`src/rtl/wb_sram_bridge.sv`:
```
// Wishbone classic slave to single-port SRAM mux bridge.
// One outstanding transfer: IDLE -> REQ -> (WAIT) -> ACK -> IDLE.
// Optional WAIT-state timeout enabled by defining WB_SRAM_TIMEOUT_EN.
module wb_sram_bridge #(
   parameter logic [31:0] BASE_ADDR      = 32'h3000_0000,
   parameter logic [7:0]  TIMEOUT_CYCLES = 8'd64
) (
   input  logic        wb_clk_i,
   input  logic        wb_rst_ni,
   input  logic        wbs_cyc_i,
   input  logic        wbs_stb_i,
   input  logic        wbs_we_i,
   input  logic [3:0]  wbs_sel_i,
   input  logic [31:0] wbs_adr_i,
   input  logic [31:0] wbs_dat_i,
   output logic        wbs_ack_o,
   output logic [31:0] wbs_dat_o,
   output logic [10:0] mem_addr_o,
   output logic [3:0]  mem_be_o,
   output logic [31:0] mem_wdata_o,
   output logic        mem_we_o,
   output logic        mem_stb_o,
   output logic        mem_cyc_o,
   input  logic [31:0] mem_rdata_i,
   input  logic        mem_rvalid_i,
   output logic        timeout_o
);

   typedef enum logic [1:0] {StIdle, StReq, StWait, StAck} state_e;

   state_e      state_q, state_d;
   logic [10:0] addr_q, addr_d;
   logic [3:0]  be_q, be_d;
   logic [31:0] wdata_q, wdata_d;
   logic        we_q, we_d;
   logic [31:0] rdata_q, rdata_d;
   logic        abort_q, abort_d;
   logic        hit;
   logic        unused_bits;

   assign hit = wbs_cyc_i & wbs_stb_i & (wbs_adr_i[31:13] == BASE_ADDR[31:13]);
   assign unused_bits = ^{wbs_adr_i[1:0], TIMEOUT_CYCLES};

`ifdef WB_SRAM_TIMEOUT_EN
   logic [7:0] cnt_q, cnt_d;
   logic       timeout_q, timeout_d;
`endif

   // Next-state logic: capture request, wait for the bank response, acknowledge.
   always_comb begin
      state_d = state_q;
      addr_d  = addr_q;
      be_d    = be_q;
      wdata_d = wdata_q;
      we_d    = we_q;
      rdata_d = rdata_q;
      abort_d = abort_q;
`ifdef WB_SRAM_TIMEOUT_EN
      cnt_d     = cnt_q;
      timeout_d = timeout_q;
`endif
      unique case (state_q)
         StIdle: begin
            if (hit) begin
               state_d = StReq;
               addr_d  = wbs_adr_i[12:2];
               be_d    = wbs_sel_i;
               wdata_d = wbs_dat_i;
               we_d    = wbs_we_i;
               abort_d = 1'b0;
            end
         end
         StReq, StWait: begin
            // A dropped cycle still has to drain the bank response, just without ack.
            if (!wbs_cyc_i) begin
               abort_d = 1'b1;
            end
`ifdef WB_SRAM_TIMEOUT_EN
            cnt_d = (state_q == StReq) ? 8'd0 : cnt_q + 8'd1;
`endif
            if (mem_rvalid_i) begin
               rdata_d = we_q ? 32'h0 : mem_rdata_i;
               state_d = abort_d ? StIdle : StAck;
            end else if (state_q == StReq) begin
               state_d = StWait;
            end
`ifdef WB_SRAM_TIMEOUT_EN
            else if (cnt_d == TIMEOUT_CYCLES) begin
               rdata_d   = 32'hDEAD_BEEF;
               timeout_d = 1'b1;
               state_d   = abort_d ? StIdle : StAck;
            end
`endif
         end
         StAck: begin
            state_d = StIdle;
         end
         default: begin
            state_d = StIdle;
         end
      endcase
   end

   // State and transaction registers.
   always_ff @(posedge wb_clk_i or negedge wb_rst_ni) begin
      if (!wb_rst_ni) begin
         state_q <= StIdle;
         addr_q  <= '0;
         be_q    <= '0;
         wdata_q <= '0;
         we_q    <= 1'b0;
         rdata_q <= '0;
         abort_q <= 1'b0;
      end else begin
         state_q <= state_d;
         addr_q  <= addr_d;
         be_q    <= be_d;
         wdata_q <= wdata_d;
         we_q    <= we_d;
         rdata_q <= rdata_d;
         abort_q <= abort_d;
      end
   end

`ifdef WB_SRAM_TIMEOUT_EN
   // WAIT-cycle counter and sticky timeout flag.
   always_ff @(posedge wb_clk_i or negedge wb_rst_ni) begin
      if (!wb_rst_ni) begin
         cnt_q     <= '0;
         timeout_q <= 1'b0;
      end else begin
         cnt_q     <= cnt_d;
         timeout_q <= timeout_d;
      end
   end
   assign timeout_o = timeout_q;
`else
   assign timeout_o = 1'b0;
`endif

   assign wbs_ack_o   = (state_q == StAck);
   assign wbs_dat_o   = (state_q == StAck) ? rdata_q : 32'h0;
   assign mem_stb_o   = (state_q == StReq);
   assign mem_cyc_o   = (state_q == StReq);
   assign mem_addr_o  = addr_q;
   assign mem_be_o    = be_q;
   assign mem_wdata_o = wdata_q;
   assign mem_we_o    = we_q;

endmodule
```
`config.mk`:
```
export PLATFORM = sky130hd
export DESIGN_NAME = wb_sram_bridge
export DESIGN_NICKNAME = d
export VERILOG_FILES = /design/src/rtl/wb_sram_bridge.sv
export SDC_FILE = /design/constraint.sdc
export NUM_CORES = 1
export LEC_CHECK = 0
export ABC_AREA = 0
export BUFFER_PORTS_ARGS = -buffer_cell sky130_fd_sc_hd__buf_2
export CAP_MARGIN = 20
export CELL_PAD_IN_SITES_DETAIL_PLACEMENT = 1
export CELL_PAD_IN_SITES_GLOBAL_PLACEMENT = 2
export CORE_UTILIZATION = 27
export DETAILED_ROUTE_END_ITERATION = 7
export PLACE_DENSITY_LB_ADDON = 0.1
export SLEW_MARGIN = 20
export SYNTH_ARGS = -nofsm -noshare
export SYNTH_HDL_FRONTEND = slang
export SYNTH_SLANG_ARGS = --single-unit
export TNS_END_PERCENT = 10
```
`constraint.sdc`:
```
create_clock -name wb_clk_i -period 2 [get_ports wb_clk_i]
set_input_delay 0.6 -clock wb_clk_i [delete_from_list [all_inputs] [get_ports wb_clk_i]]
set_output_delay 0.6 -clock wb_clk_i [all_outputs]
set_load 0.01 [all_outputs]
```
**After elaboration in Yosys (flattened, before gate mapping)**

Cells that the tools add are included.

- Register bits after elaboration: 83
- Input bits: 106
- Output and inout bits: 84
- Word-level logic and storage cells: 33

- Equality and inequality tests: 6
- Mux-type cells: 11
- Bitwise logic cells: 2
- Reduce and logical (&&, ||, !) cells: 7

Operators with widths:

| operator | count |
|---|---|
| 2-to-1 mux 32 bit | 2 |
| == test 19 x 17 -> 1 bit (second input constant) | 1 |
| 2-to-1 mux 2 bit | 4 |
| AND reduction 2 bit | 4 |
| one-hot mux 2 bit (3 select lines) | 1 |
| == test 2 bit (second input constant) | 2 |
| 2-to-1 mux 1 bit | 3 |
| inequality test 3 bit (second input constant) | 1 |
| bitwise AND 1 bit | 2 |
| == test 2 x 1 -> 1 bit (second input constant) | 1 |
| logical NOT 2 bit | 1 |
| inequality test 2 bit (second input constant) | 1 |
| one-hot mux 1 bit (2 select lines) | 1 |
| nonzero test 2 bit | 1 |
| OR reduction 2 bit | 1 |

**Longest topological paths before layout**

Gate-level depths: netlist of the first run.

- Depth in word-level cells: 6
- Mapped depth: 7
- Gate-level depth less buffers: 6

**Least setup slack after synthesis of the first run**

OpenSTA, ideal clock, no wires.

- Path type: input-to-reg
- From: input wbs_adr_i[22]
- To: register wdata_q[10] (netlist: mem_wdata_o[10])
- Library setup time: 0.125 ns
- Data arrival time: 1.893 ns
- Required time: 1.875 ns
- Path slack: -0.018 ns
- Cell stages on the path: 6
- Buffers on the path: 2
- Path through: nor4_2 -> and4_1 -> and3_4 -> buf_12 -> buf_12 -> mux2_4

- Word-level cells in the longest chain between the ends: 3

Ends and longest elaborated chain:

| element | RTL line | source |
|---|---|---|
| from (decl) | 14 | `input logic [31:0] wbs_adr_i,` |
| == test 19 x 17 -> 1 bit | 41 | `assign hit = wbs_cyc_i & wbs_stb_i & (wbs_adr_i[31:13] == BASE_ADDR[31:13]);` |
| bitwise AND 1 bit | 41 |  |
| AND reduction 2 bit (no line) | -- |  |
| to (signal assigned) | 118 | `wdata_q <= wdata_d;` |
| to (decl) | 34 | `logic [31:0] wdata_q, wdata_d;` |

No other way between the ends.
A chain may end at the register's enable or synchronous reset.

**Final worst setup path of the first run**

- From: register state_q[0]
- To: output wbs_dat_o[15]

- Word-level cells in the longest chain between the ends: 2

Ends and longest elaborated chain:

| element | RTL line | source |
|---|---|---|
| from (decl) | 31 | `state_e state_q, state_d;` |
| from (signal assigned) | 107 | `state_q <= StIdle;` |
| from (signal assigned) | 115 | `state_q <= state_d;` |
| == test 2 bit | 142 | `assign wbs_dat_o = (state_q == StAck) ? rdata_q : 32'h0;` |
| 2-to-1 mux 32 bit | 142 |  |
| to (decl) | 17 | `output logic [31:0] wbs_dat_o,` |

No other way between the ends.

==> metrics.log, run 1 <==
INFO  metric synth.ff_latch_count = 83
INFO  metric synth.largest_area_cell = sky130_fd_sc_hd__dfrtp_1
INFO  metric global_router_s_overall_resource_usage = 0.148
INFO  metric routabilityCongestion = 0.729
INFO  metric antenna_found_initial = 0
INFO  metric critPathMaxStageDelay = a little over 400 ps
INFO  metric num_vias = 2,992
INFO  metric globalRoute.totalOverflow = 0
INFO  metric cp.required = ~1400 ps
INFO  metric syn_to_final_growth = 46.7%
INFO  metric path_class = register to output port
INFO  metric synth.avg_cell_area = 12.0 um2
INFO  metric final_design_area_no_fill = 5560 um2
INFO  metric syn-num-nets = 427
INFO  metric cell_count_after_synthesis = 317
INFO  metric critPathSlowestCell = sky130_fd_sc_hd__dfrtp_1
INFO  metric path_cells = ha_4, buf_12, and2_1, buf_2
INFO  metric post_synth_main_area_contributors = sky130_fd_sc_hd__dfrtp_1, sky130_fd_sc_hd__mux2_2, sky130_fd_sc_hd__mux2_4
INFO  metric regToRegEndpoint = state_q[0]
INFO  metric worst-r2r-setup-slack = about 90 ps
INFO  metric post_synth_adder_cell_area = 0.0132
INFO  metric timing.critical_path.fanout_max = 17
INFO  metric detail_route.drc_violations = 0
INFO  metric drtPass1Iterations = 3
INFO  metric synth_area_in_compound_gates = 0.0610
INFO  metric timing.max_cap.violations = 0
INFO  metric critPathLaunchType = register
INFO  metric setup_violations = 0
INFO  metric io-pin-count = 190
INFO  metric timing.final.max_slew_violations = 0
INFO  metric route.final.wire_length = about 10,000 um
INFO  metric floorplan.initialDensity = 0.282
INFO  metric powerDensity = approximately 1000 nW/um2
INFO  metric clock-root-buffer = sky130_fd_sc_hd__clkbuf_16
INFO  metric die_height = 121 um
INFO  metric netlist_area = 3790 um2
INFO  metric reg2regPathDepth = 7
INFO  metric yosysWarningCount = 0
INFO  metric core.rowCount = 42
INFO  metric clk_latency = 340 ps
INFO  metric clock_tree.buffer_depth = 2
INFO  metric count_of_antenna_diodes_in_the_layout = 0
INFO  metric postCtsHoldBufs = 0
INFO  metric core_box_area = around 13,000 um2
INFO  metric detailedPlace.worstSlack = -194 ps
INFO  metric fraction_of_final_layout_cells_with_drive_strength_greater_than_1 = 0.569
INFO  metric finalHoldViolCount = 0
INFO  metric largest_family_of_logic_cells_by_synthesized_area = simple AND/OR/NAND/NOR gates
INFO  metric fmax = 0.505 GHz
INFO  metric crit-reg2reg-launch = state_q[0]
INFO  metric grt_max_degree = 65
INFO  metric synth-simple-area-share = 0.174
INFO  metric placed_cell_area = 5010 um2
INFO  metric critPathCaptureType = output port
INFO  metric fillCellCount = 1,542
INFO  metric synth_seq_area_share = 0.548
INFO  metric cp.arrival = 1380 ps
INFO  metric drt_iter0_drc = 89
INFO  metric placement.io_buffers = about 190
INFO  metric fp.dieArea = 14,500 um2
INFO  metric final_antenna_net_count = 0
INFO  metric hold_path.class = input port to async pin
INFO  metric synthXorXnorAreaFrac = 0
INFO  metric run_status = finished clean
INFO  metric timing.final.crit_share = 0.989
INFO  metric grt_pass1_wl = 16,400 um
INFO  metric tritoncts_num_sinks = 83
INFO  metric critical_path_buf_inv_count = 2
INFO  metric cpLargestDelayFamily = flip-flops
INFO  metric timing.final.crit_period = 1980 ps
INFO  metric rsz0062_at_grt = yes
INFO  metric cts_made_buffers = 9
INFO  metric tritoncts_clock_tree = built
INFO  metric clk_transition_reported_paths = 60 ps
INFO  metric p_leak = 2.99 nW
INFO  metric post-route-worst-setup-slack = approximately 22 ps
INFO  metric via_count_of_the_first_global_routing_pass = 3,199
INFO  metric post_drt_wl_per_cell = 14.9 um
INFO  metric ir_drop = 485 uV
INFO  metric synth.mux.area_fraction = 0.162
INFO  metric dp_hpwl = 7310 um
INFO  metric clock_tree.htree_level_count = 3
INFO  metric die_w = 121 um
INFO  metric netlist-cell-type-count = 31
INFO  metric worst_clock_skew = 4.44 ps
INFO  metric post_drt_via_cell_ratio = 4.33
INFO  metric post-synth-top-area-fraction = 0.548
INFO  metric num-nets-final = 620
cells in the mapped netlist, drive strengths merged:
master,number
dfrtp,83
mux2,48
nand2,37
and2,33
nand2b,33
o21ai,32
clkbuf,12
buf,8
ha,4
inv,4
a311oi,3
nor4,3
and4,2
nor2,2
a2111oi,1
a211oi,1
a21oi,1
a31o,1
and3,1
and3b,1
and4bb,1
conb,1
nand4,1
nor3b,1
o221ai,1
o22ai,1
or3,1
stage by stage:
step,instances,hold WS (ps),util,total power [mW],TNS (ps)
after floorplan,317,304,-,2.97,-9.32
after global placement,673,453,0.373,3.48,-7520
after detailed placement,673,463,0.373,3.53,-7540
after CTS,691,150,0.402,5.52,-250
after global routing,691,160,0.414,5.97,-723
final,691,154,0.414,5.56,0
cell families (layout without fill, tap and decap cells):
family / after synthesis / after routing
simple gates: 116 / 116
flops: 83 / 83
mux: 48 / 48
compound gates: 41 / 41
buf+inv: 24 / 222
fa+ha+maj: 4 / 4
other cells: 1 / 1
state kept, by name, summed over array words and instances, names as in the netlist:
| name | count |
|---|---|
| mem_wdata_o | 32 |
| abort_q | 1 |
| mem_addr_o | 11 |
| rdata_q | 32 |
| state_q | 2 |
| mem_we_o | 1 |
| mem_be_o | 4 |
worst max path at each step:
stage               cells past startpoint  slack, ps           from               to
global route                            4        -40     state_q[1]    wbs_dat_o[15]
floorplan                               6       -0.5  wbs_adr_i[23]  mem_wdata_o[10]
detailed placement                      6       -190  wbs_adr_i[23]    mem_addr_o[7]
global placement                        6       -190  wbs_adr_i[23]      mem_be_o[3]
CTS                                     4        -20     state_q[1]    wbs_dat_o[15]
finish                                  4         20     state_q[0]    wbs_dat_o[15]
power by group:
part | leakage [nW] | switching, mW | internal (mW)
Combinational | 1.72 | 0.798 | 0.749
Clock | 0.159 | 0.663 | 1.16
Sequential | 1.10 | 0.168 | 2.02
Total | 2.99 | 1.63 | 3.93
cell usage in the layout, fill, tap and decap left out, types with 2 or more instances in the layout:
master and n:
sky130_fd_sc_hd__buf_2 168, sky130_fd_sc_hd__mux2_2 28, sky130_fd_sc_hd__and2_4 16, sky130_fd_sc_hd__a311oi_1 2, sky130_fd_sc_hd__buf_4 10, sky130_fd_sc_hd__buf_6 17, sky130_fd_sc_hd__and2_1 17, sky130_fd_sc_hd__ha_4 2
sky130_fd_sc_hd__buf_12 6, sky130_fd_sc_hd__mux2_4 20, sky130_fd_sc_hd__clkbuf_16 9, sky130_fd_sc_hd__bufinv_16 2, sky130_fd_sc_hd__nor4_4 2, sky130_fd_sc_hd__inv_1 4, sky130_fd_sc_hd__nand2_1 36, sky130_fd_sc_hd__o21ai_0 32
sky130_fd_sc_hd__dfrtp_1 83, sky130_fd_sc_hd__nor2_1 2, sky130_fd_sc_hd__clkbuf_8 2, sky130_fd_sc_hd__nand2b_1 33, sky130_fd_sc_hd__and4_1 2
worst register-to-register path, cell delays in order, from the launching register on:
cell and delay, ps:
sky130_fd_sc_hd__dfrtp_1 390, sky130_fd_sc_hd__buf_4 150, sky130_fd_sc_hd__inv_1 70, sky130_fd_sc_hd__ha_4 290, sky130_fd_sc_hd__inv_1 60, sky130_fd_sc_hd__or3_1 400, sky130_fd_sc_hd__a311oi_2 340, sky130_fd_sc_hd__a21oi_1 80
cell type report:
| type | instances | area, um2 | area share |
|---|---|---|---|
| clock inverter | 4 | 72.6 | 0.0130 |
| clock buffer | 12 | 256 | 0.0461 |
| tap | 176 | 220 | 0.0396 |
| sequential | 83 | 2080 | 0.373 |
| inverter | 4 | 15.0 | 0.00270 |
| multi-input combinational | 210 | 1670 | 0.300 |
| timing repair buffer | 202 | 1250 | 0.226 |
per-layer routing:
layer	global-route usage	wire (um)	vias to the layer above
li1	-	-	1447
met1	0.179	4450	1426
met2	0.244	4930	107
met3	0.0443	748	12
met4	0.0640	149	0
met5	0	0	-
what timing repair did:
action / in CTS / in global routing
setup buffers: 1 / 0
gates resized for setup: 8 / 32
gates cloned: 1 / 0
setup endpoints to repair: 32 / 34
pin swaps: 1 / 1
(Power assumes the default switching activity.)
==> inputs of run 2 (changes only) <==
--- a/config.mk
+++ b/config.mk
@@ -10,9 +10,9 @@
 export CAP_MARGIN = 20
 export CELL_PAD_IN_SITES_DETAIL_PLACEMENT = 1
 export CELL_PAD_IN_SITES_GLOBAL_PLACEMENT = 2
-export CORE_UTILIZATION = 27
+export CORE_UTILIZATION = 25
 export DETAILED_ROUTE_END_ITERATION = 7
-export PLACE_DENSITY_LB_ADDON = 0.1
+export PLACE_DENSITY = 0.88
 export SLEW_MARGIN = 20
 export SYNTH_ARGS = -nofsm -noshare
 export SYNTH_HDL_FRONTEND = slang
==> constraint.sdc (replaced) <==
create_clock -name wb_clk_i -period 1.7 [get_ports wb_clk_i]
set_input_delay 0.51 -clock wb_clk_i [delete_from_list [all_inputs] [get_ports wb_clk_i]]
set_output_delay 0.51 -clock wb_clk_i [all_outputs]
set_load 0.01 [all_outputs]
==> run 2 against run 1 <==
Net effect:
- the flow now finishes with violations (DRC, setup timing)
- worst hold slack worse by 100 ps
- critical path depth stayed put
- first-iteration DRC count is 6.7% higher
- utilization is 3.0 points lower
- die area is 7.9% higher
- worst setup slack worse by 210 ps
- critical path type unchanged
- largest power group unchanged
- highest routed layer unchanged
==> metrics.log, run 2 (synthesis results as in run 1) <==
INFO  metric finalHoldViolCount = 0 (unchanged)
INFO  metric critPathCaptureType = output port (unchanged)
INFO  metric fmax = 0.528 GHz
INFO  metric critPathMaxStageDelay = 420 ps (was 410 ps)
INFO  metric grt_max_degree = 65 (unchanged)
INFO  metric via_count_of_the_first_global_routing_pass = 3,391 (was 3,199)
INFO  metric io-pin-count = 190 (unchanged)
INFO  metric timing.max_cap.violations = 0 (unchanged)
INFO  metric path_class = register to output port (unchanged)
INFO  metric power_frac_comb = 0.285 (was 0.278)
INFO  metric violations = DRC, setup timing
INFO  metric count_of_antenna_diodes_in_the_layout = 0 (unchanged)
INFO  metric tritoncts_clock_tree = built (unchanged)
INFO  metric fp.dieArea = 15,700 um2 (was 14,500 um2)
INFO  metric clk_latency = 340 ps (about the same)
INFO  metric dp_hpwl = 8160 um (was 7310 um)
INFO  metric die_height = 125 um (was 121 um)
INFO  metric rsz0062_at_grt = yes (unchanged)
INFO  metric critical_path_buf_inv_count = 2 (unchanged)
INFO  metric ir_drop = 594 uV (was 485 uV)
INFO  metric post-route-worst-setup-slack = -193 ps (was 21.7 ps)
INFO  metric timing.final.max_slew_violations = 0 (unchanged)
INFO  metric reg2regPathDepth = 6 (was 7)
INFO  metric power.share.switching = 0.308 (was 0.293)
INFO  metric p_int = 4.61 mW (was 3.93 mW)
INFO  metric p_leak = 3.01 nW (was 2.99 nW)
INFO  metric grt_pass1_wl = 17,500 um (was 16,400 um)
INFO  metric fraction_of_final_layout_cells_with_drive_strength_greater_than_1 = 0.574 (was 0.569)
INFO  metric die_w = 125 um (was 121 um)
INFO  metric run_status = complete, but fails checks (was finished clean)
INFO  metric clockPowerShare = 0.325 (was 0.328)
INFO  metric global_router_s_overall_resource_usage = 0.143 (was 0.148)
INFO  metric most_common_library_cell_in_the_layout_ignoring_fill_and_taps = sky130_fd_sc_hd__buf_2 (unchanged)
INFO  metric route.final.wire_length = 10,800 um (was 10,300 um)
INFO  metric timing.critical_path.fanout_max = 25 (was 17)
INFO  metric post_drt_via_cell_ratio = 4.37 (was 4.33)
INFO  metric drt_iter0_drc = 95 (was 89)
INFO  metric final_design_area_no_fill = 5620 um2 (was 5560 um2)
INFO  metric mostFrequentLayoutCells = sky130_fd_sc_hd__buf_2, sky130_fd_sc_hd__dfrtp_1, sky130_fd_sc_hd__nand2_1, sky130_fd_sc_hd__nand2b_1, sky130_fd_sc_hd__o21ai_0 (unchanged)
INFO  metric critPathLaunchType = register (unchanged)
INFO  metric post_drt_wl_per_cell = 15.4 um (was 14.9 um)
INFO  metric globalRoute.totalOverflow = 0 (unchanged)
INFO  metric cpLargestDelayFamily = flip-flops (unchanged)
INFO  metric total_switching_power = 2.05 mW (was 1.63 mW)
INFO  metric timing.final.crit_share = 1.11
INFO  metric num-nets-final = 622 (was 620)
INFO  metric cts_setup_buffers = 0 (was 1)
INFO  metric clock-root-buffer = sky130_fd_sc_hd__clkbuf_16 (unchanged)
INFO  metric setup_violations = 39 (was 0)
INFO  metric clk_transition_reported_paths = 70 ps (was 60 ps)
INFO  metric hold_path.class = input port to async pin (unchanged)
INFO  metric hold-worst-slack = 52.9 ps (was 154 ps)
INFO  metric critPathSlowestCell = sky130_fd_sc_hd__dfrtp_1 (unchanged)
INFO  metric core.rowCount = 44 (was 42)
INFO  metric power.share.sequential = 0.390 (was 0.394)
INFO  metric drtPass1Iterations = 8 (was 3)
INFO  metric clock_tree.htree_level_count = 3 (unchanged)
INFO  metric routabilityCongestion = 0.757 (was 0.729)
INFO  metric placement.io_buffers = 186 (unchanged)
INFO  metric num_vias = 3,062 (was 2,992)
INFO  metric tritoncts_num_sinks = 83 (unchanged)
INFO  metric final_antenna_net_count = 0 (unchanged)
INFO  metric detail_route.drc_violations = 22 (was 0)
INFO  metric antenna_found_initial = 0 (unchanged)
INFO  metric syn_to_final_growth = 48.3% (was 46.7%)
INFO  metric path_cells = ha_4, buf_12, and2_1, buf_2 (unchanged)
INFO  metric clock_tree.buffer_depth = 2 (unchanged)
INFO  metric final_core_utilization = 0.384 (was 0.414)
INFO  metric powerDensity = 1180 nW/um2 (was 999 nW/um2)
INFO  metric cp.arrival = 1380 ps (about the same)
INFO  metric worst_clock_skew = 6.77 ps (was 4.44 ps)
INFO  metric cts_made_buffers = 9 (unchanged)
INFO  metric critical_path_depth = 4 (unchanged)
INFO  metric cp.required = 1190 ps (was 1400 ps)
INFO  metric floorplan.initialDensity = 0.259 (was 0.282)
INFO  metric timing.final.crit_period = 1890 ps
INFO  metric core_box_area = 14,600 um2 (was 13,500 um2)
INFO  metric placed_cell_area = 5040 um2 (was 5010 um2)
## run 2: cell types whose count changed in the layout (fill, tap and decap cells not counted), moves of 2 or more
cell / previous run / this run
sky130_fd_sc_hd__buf_6: 17 / 25
sky130_fd_sc_hd__mux2_2: 28 / 23
sky130_fd_sc_hd__mux2_4: 20 / 25
sky130_fd_sc_hd__buf_2: 168 / 164
sky130_fd_sc_hd__inv_6: 0 / 3
sky130_fd_sc_hd__clkbuf_8: 2 / 0
## run 2: final cells by class
class | instances | area, um2
clock inverters | 7 | 103
repair buffers | 204 | 1280
multi-input cells | 210 | 1700
clock buffers | 9 | 225
fillers | 1657 | 9020
flip-flops and latches | 83 | 2080
inverters | 4 | 15.0
well taps | 184 | 230
## run 2: per-layer routing
layer	vias to the layer above	track usage	wire length [um]
met1	1502	0.164	4390
li1	1449	-	-
met4	0	0.0516	138
met5	-	0	0
met3	12	0.0347	560
met2	99	0.259	5740
## run 2: worst register-to-register path, cell delays in order, from the launching register on
cell and delay, ps:
sky130_fd_sc_hd__dfrtp_1 410, sky130_fd_sc_hd__inv_1 110, sky130_fd_sc_hd__ha_4 300, sky130_fd_sc_hd__inv_1 60, sky130_fd_sc_hd__or3_1 390, sky130_fd_sc_hd__a311oi_1 250, sky130_fd_sc_hd__a21oi_1 80
## run 2: power groups by stage
| stage | Combinational [mW] | Clock [mW] | Sequential [mW] |
|---|---|---|---|
| after CTS | 1.86 | 2.24 | 2.59 |
| final | 1.90 | 2.17 | 2.59 |
| after floorplan | 0.948 | 0 | 2.54 |
| after global routing | 2.13 | 2.32 | 2.65 |
| after detailed placement | 1.65 | 0 | 2.61 |
| after global placement | 1.56 | 0 | 2.58 |
## run 2: repair_timing
item,CTS,global route
setup endpoints to repair,45,84
hold buffers,0,0
gates resized for setup,31,24
pin swaps,4,1
## run 2: per-stage QoR
step | TNS, ps | power, mW | setup slack [ps] | std cells
after floorplan | -8080 | 3.49 | -210 | 317
after global placement | -16020 | 4.13 | -365 | 685
after detailed placement | -17140 | 4.27 | -394 | 685
after CTS | -6790 | 6.69 | -220 | 701
after global routing | -8670 | 7.10 | -255 | 701
final | -5790 | 6.66 | -193 | 701
## run 2: path summary, 6_finish.rpt
| path | startpoint | endpoint | slack (ps) |
|---|---|---|---|
| max in group asynchronous | wb_rst_ni | rdata_q[24] | 1160 |
| min in group wb_clk_i | wbs_dat_i[16] | mem_wdata_o[16] | 400 |
| setup reg to reg | state_q[0] | state_q[0] | -20 |
| hold reg to reg | rdata_q[26] | rdata_q[26] | 480 |
| hold / removal | wb_rst_ni | mem_addr_o[1] | 50 |
| setup / recovery | state_q[1] | wbs_dat_o[21] | -190 |
==> inputs of run 3 (changes only) <==
--- a/config.mk
+++ b/config.mk
@@ -11,8 +11,10 @@
 export CELL_PAD_IN_SITES_DETAIL_PLACEMENT = 1
 export CELL_PAD_IN_SITES_GLOBAL_PLACEMENT = 2
 export CORE_UTILIZATION = 25
+export CTS_CLUSTER_SIZE = 14
 export DETAILED_ROUTE_END_ITERATION = 7
 export PLACE_DENSITY = 0.88
+export SKIP_CTS_REPAIR_TIMING = 1
 export SLEW_MARGIN = 20
 export SYNTH_ARGS = -nofsm -noshare
 export SYNTH_HDL_FRONTEND = slang
==> run 3 against run 2 <==
Net effect:
- the flow still finishes with violations (DRC, setup timing)
- worst setup slack hardly changed
- combinational power shrank 5%
- sequential power about the same
- die area stayed put
- via count down 0.16%
- fmax barely moved
- clock skew hardly changed
- utilization down 0.19 points
- worst hold slack worse by 1.1 ps
- global-route usage decreased by 0.22 points
- count of clock-buffer cells in the layout is the same
- critical path type unchanged
- critical endpoint is now wbs_dat_o[28]
==> metrics.log, run 3 (synthesis results as in run 1) <==
INFO  metric most_common_library_cell_in_the_layout_ignoring_fill_and_taps = sky130_fd_sc_hd__buf_2 (unchanged)
INFO  metric path_cells = ha_4, buf_12, and2_1, buf_2 (unchanged)
INFO  metric fmax = 0.528 GHz (about the same)
INFO  metric hold_path.class = input port to async pin (unchanged)
INFO  metric clockPowerShare = 0.329 (was 0.325)
INFO  metric tritoncts_clock_tree = built (unchanged)
INFO  metric routed-wl-met2 = 5710 um (was 5740 um)
INFO  metric power.share.sequential = 0.395 (was 0.390)
INFO  metric multi_input_area = 1670 um2 (was 1700 um2)
INFO  metric critPathLaunchType = register (unchanged)
INFO  metric finalHoldViolCount = 0 (unchanged)
INFO  metric worst-r2r-setup-slack = -100 ps (was -20 ps)
INFO  metric io-pin-count = 190 (unchanged)
INFO  metric critPathLaunch = state_q[0] (was state_q[1])
INFO  metric tritoncts_num_sinks = 83 (unchanged)
INFO  metric core.rowCount = 44 (unchanged)
INFO  metric fp.dieArea = 15,700 um2 (unchanged)
INFO  metric post_drt_via_cell_ratio = 4.36 (was 4.37)
INFO  metric powerDensity = 1180 nW/um2 (about the same)
INFO  metric mostFrequentLayoutCells = sky130_fd_sc_hd__buf_2, sky130_fd_sc_hd__dfrtp_1, sky130_fd_sc_hd__nand2_1, sky130_fd_sc_hd__nand2b_1, sky130_fd_sc_hd__o21ai_0 (unchanged)
INFO  metric regToRegEndpoint = state_q[1] (was state_q[0])
INFO  metric path_class = register to output port (unchanged)
INFO  metric detail_route.drc_violations = 22 (unchanged)
INFO  metric reg2regPathDepth = 6 (unchanged)
INFO  metric crit-reg2reg-launch = state_q[0] (unchanged)
INFO  metric setup_violations = 38 (was 39)
INFO  metric route.final.wire_length = 10,800 um (about the same)
INFO  metric grt_pass1_wl = 17,200 um (was 17,500 um)
INFO  metric setup-tns-final = -6050 ps (was -5790 ps)
INFO  metric final_antenna_net_count = 0 (unchanged)
INFO  metric critPathMaxStageDelay = 420 ps (about the same)
INFO  metric clock_tree.htree_level_count = 3 (unchanged)
INFO  metric route.met3.wl = 549 um (was 560 um)
INFO  metric globalRoute.totalOverflow = 0 (unchanged)
INFO  metric cp.arrival = 1380 ps (about the same)
INFO  metric cp-endpoint = wbs_dat_o[28] (was wbs_dat_o[21])
INFO  metric core_box_area = 14,600 um2 (unchanged)
INFO  metric floorplan.initialDensity = 0.259 (unchanged)
INFO  metric clock-root-buffer = sky130_fd_sc_hd__clkbuf_16 (unchanged)
INFO  metric p_leak = 3.01 nW (about the same)
INFO  metric clock_tree.buffer_depth = 2 (unchanged)
INFO  metric fraction_of_final_layout_cells_with_drive_strength_greater_than_1 = 0.573 (was 0.574)
INFO  metric num-nets-final = 622 (unchanged)
INFO  metric sequential_cell_area = 2080 um2 (unchanged)
INFO  metric placement.io_buffers = 186 (unchanged)
INFO  metric timing.final.max_slew_violations = 0 (unchanged)
INFO  metric clk_latency = 340 ps (about the same)
INFO  metric via_count_of_the_first_global_routing_pass = 3,335 (was 3,391)
INFO  metric timing.final.crit_share = 1.11 (about the same)
INFO  metric ir_drop = 549 uV (was 594 uV)
INFO  metric run_status = complete, but fails checks (unchanged)
INFO  metric post-route-worst-setup-slack = -193 ps (about the same)
INFO  metric critPathCaptureType = output port (unchanged)
INFO  metric power_frac_comb = 0.276 (was 0.285)
INFO  metric final_core_utilization = 0.382 (was 0.384)
INFO  metric violations = DRC, setup timing (unchanged)
INFO  metric die_w = 125 um (unchanged)
INFO  metric power.share.switching = 0.307 (was 0.308)
INFO  metric cp.required = 1190 ps (about the same)
INFO  metric global_router_s_overall_resource_usage = 0.141 (was 0.143)
INFO  metric routabilityCongestion = 0.757 (unchanged)
INFO  metric syn_to_final_growth = 47.5% (was 48.3%)
INFO  metric total_switching_power = 2.02 mW (was 2.05 mW)
INFO  metric drtPass1Iterations = 8 (unchanged)
INFO  metric worst_clock_skew = 6.40 ps (was 6.77 ps)
INFO  metric critPathSlowestCell = sky130_fd_sc_hd__dfrtp_1 (unchanged)
INFO  metric post_drt_wl_per_cell = 15.3 um (was 15.4 um)
INFO  metric die_height = 125 um (unchanged)
INFO  metric timing.critical_path.fanout_max = 25 (unchanged)
INFO  metric detailedPlace.worstSlack = -394 ps (unchanged)
INFO  metric num_vias = 3,057 (was 3,062)
INFO  metric count_of_antenna_diodes_in_the_layout = 0 (unchanged)
INFO  metric wl_met1 = 4350 um (was 4390 um)
INFO  metric dp_hpwl = 8160 um (unchanged)
INFO  metric timing.max_cap.violations = 0 (unchanged)
INFO  metric cts_made_buffers = 9 (unchanged)
INFO  metric antenna_found_initial = 0 (unchanged)
INFO  metric top_layer = met4 (unchanged)
INFO  metric fillCellCount = 1,664 (was 1,657)
INFO  metric p_int = 4.55 mW (was 4.61 mW)
INFO  metric grt_max_degree = 65 (unchanged)
INFO  metric timing.final.crit_period = 1890 ps (about the same)
INFO  metric clk_transition_reported_paths = 70 ps (about the same)
INFO  metric rsz0062_at_grt = yes (unchanged)
INFO  metric post-layout-total-power = 6.57 mW (was 6.66 mW)
INFO  metric drt_iter0_drc = 97 (was 95)
run 3: worst min path at each step:
| stage | from | endpoint | slack (ps) |
|---|---|---|---|
| 3_3_place_gp | wb_rst_ni | mem_addr_o[0] | 400 |
| 6_report | wb_rst_ni | mem_addr_o[1] | 50 |
| 3_5_place_dp | wb_rst_ni | mem_addr_o[0] | 420 |
| 2_1_floorplan | wb_rst_ni | abort_q | 210 |
| 4_1_cts | wb_rst_ni | mem_addr_o[3] | 40 |
| 5_1_grt | wb_rst_ni | mem_addr_o[3] | 40 |
run 3: power groups by stage:
stage	sequential, mW	clock, mW	combinational (mW)
CTS	2.58	2.24	1.66
finish	2.59	2.17	1.81
detailed placement	2.61	0	1.65
floorplan	2.54	0	0.948
global route	2.65	2.32	2.04
global placement	2.58	0	1.56
run 3: routing by layer:
layer,global-route usage,vias up
li1,-,1451
met1,0.165,1494
met2,0.251,100
met3,0.0338,12
met4,0.0516,0
met5,0,-
run 3: final cells by class:
class                      count  area share
timing repair buffer         204       0.227
clock buffer                   9      0.0403
sequential                    83       0.371
clock inverter                 7      0.0183
inverter                       4     0.00268
tap                          184      0.0411
multi-input combinational    210       0.299
run 3: worst max-delay path, delay by kind of cell, from the launching register on:
| kind | cells | cell delay [ps] |
|---|---|---|
| and+or+nand+nor | 1 | 140 |
| buffers and inverters | 2 | 290 |
| DFF | 1 | 420 |
| adders and majority gates | 1 | 190 |
run 3: through the flow:
step,instance area (um2),hold WS (ps),cells
3_5_place_dp,5040,417,685
5_1_grt,5600,37.3,701
3_3_place_gp,5040,404,685
4_1_cts,5370,41.1,701
6_report,5600,51.8,701
2_1_floorplan,3820,214,317
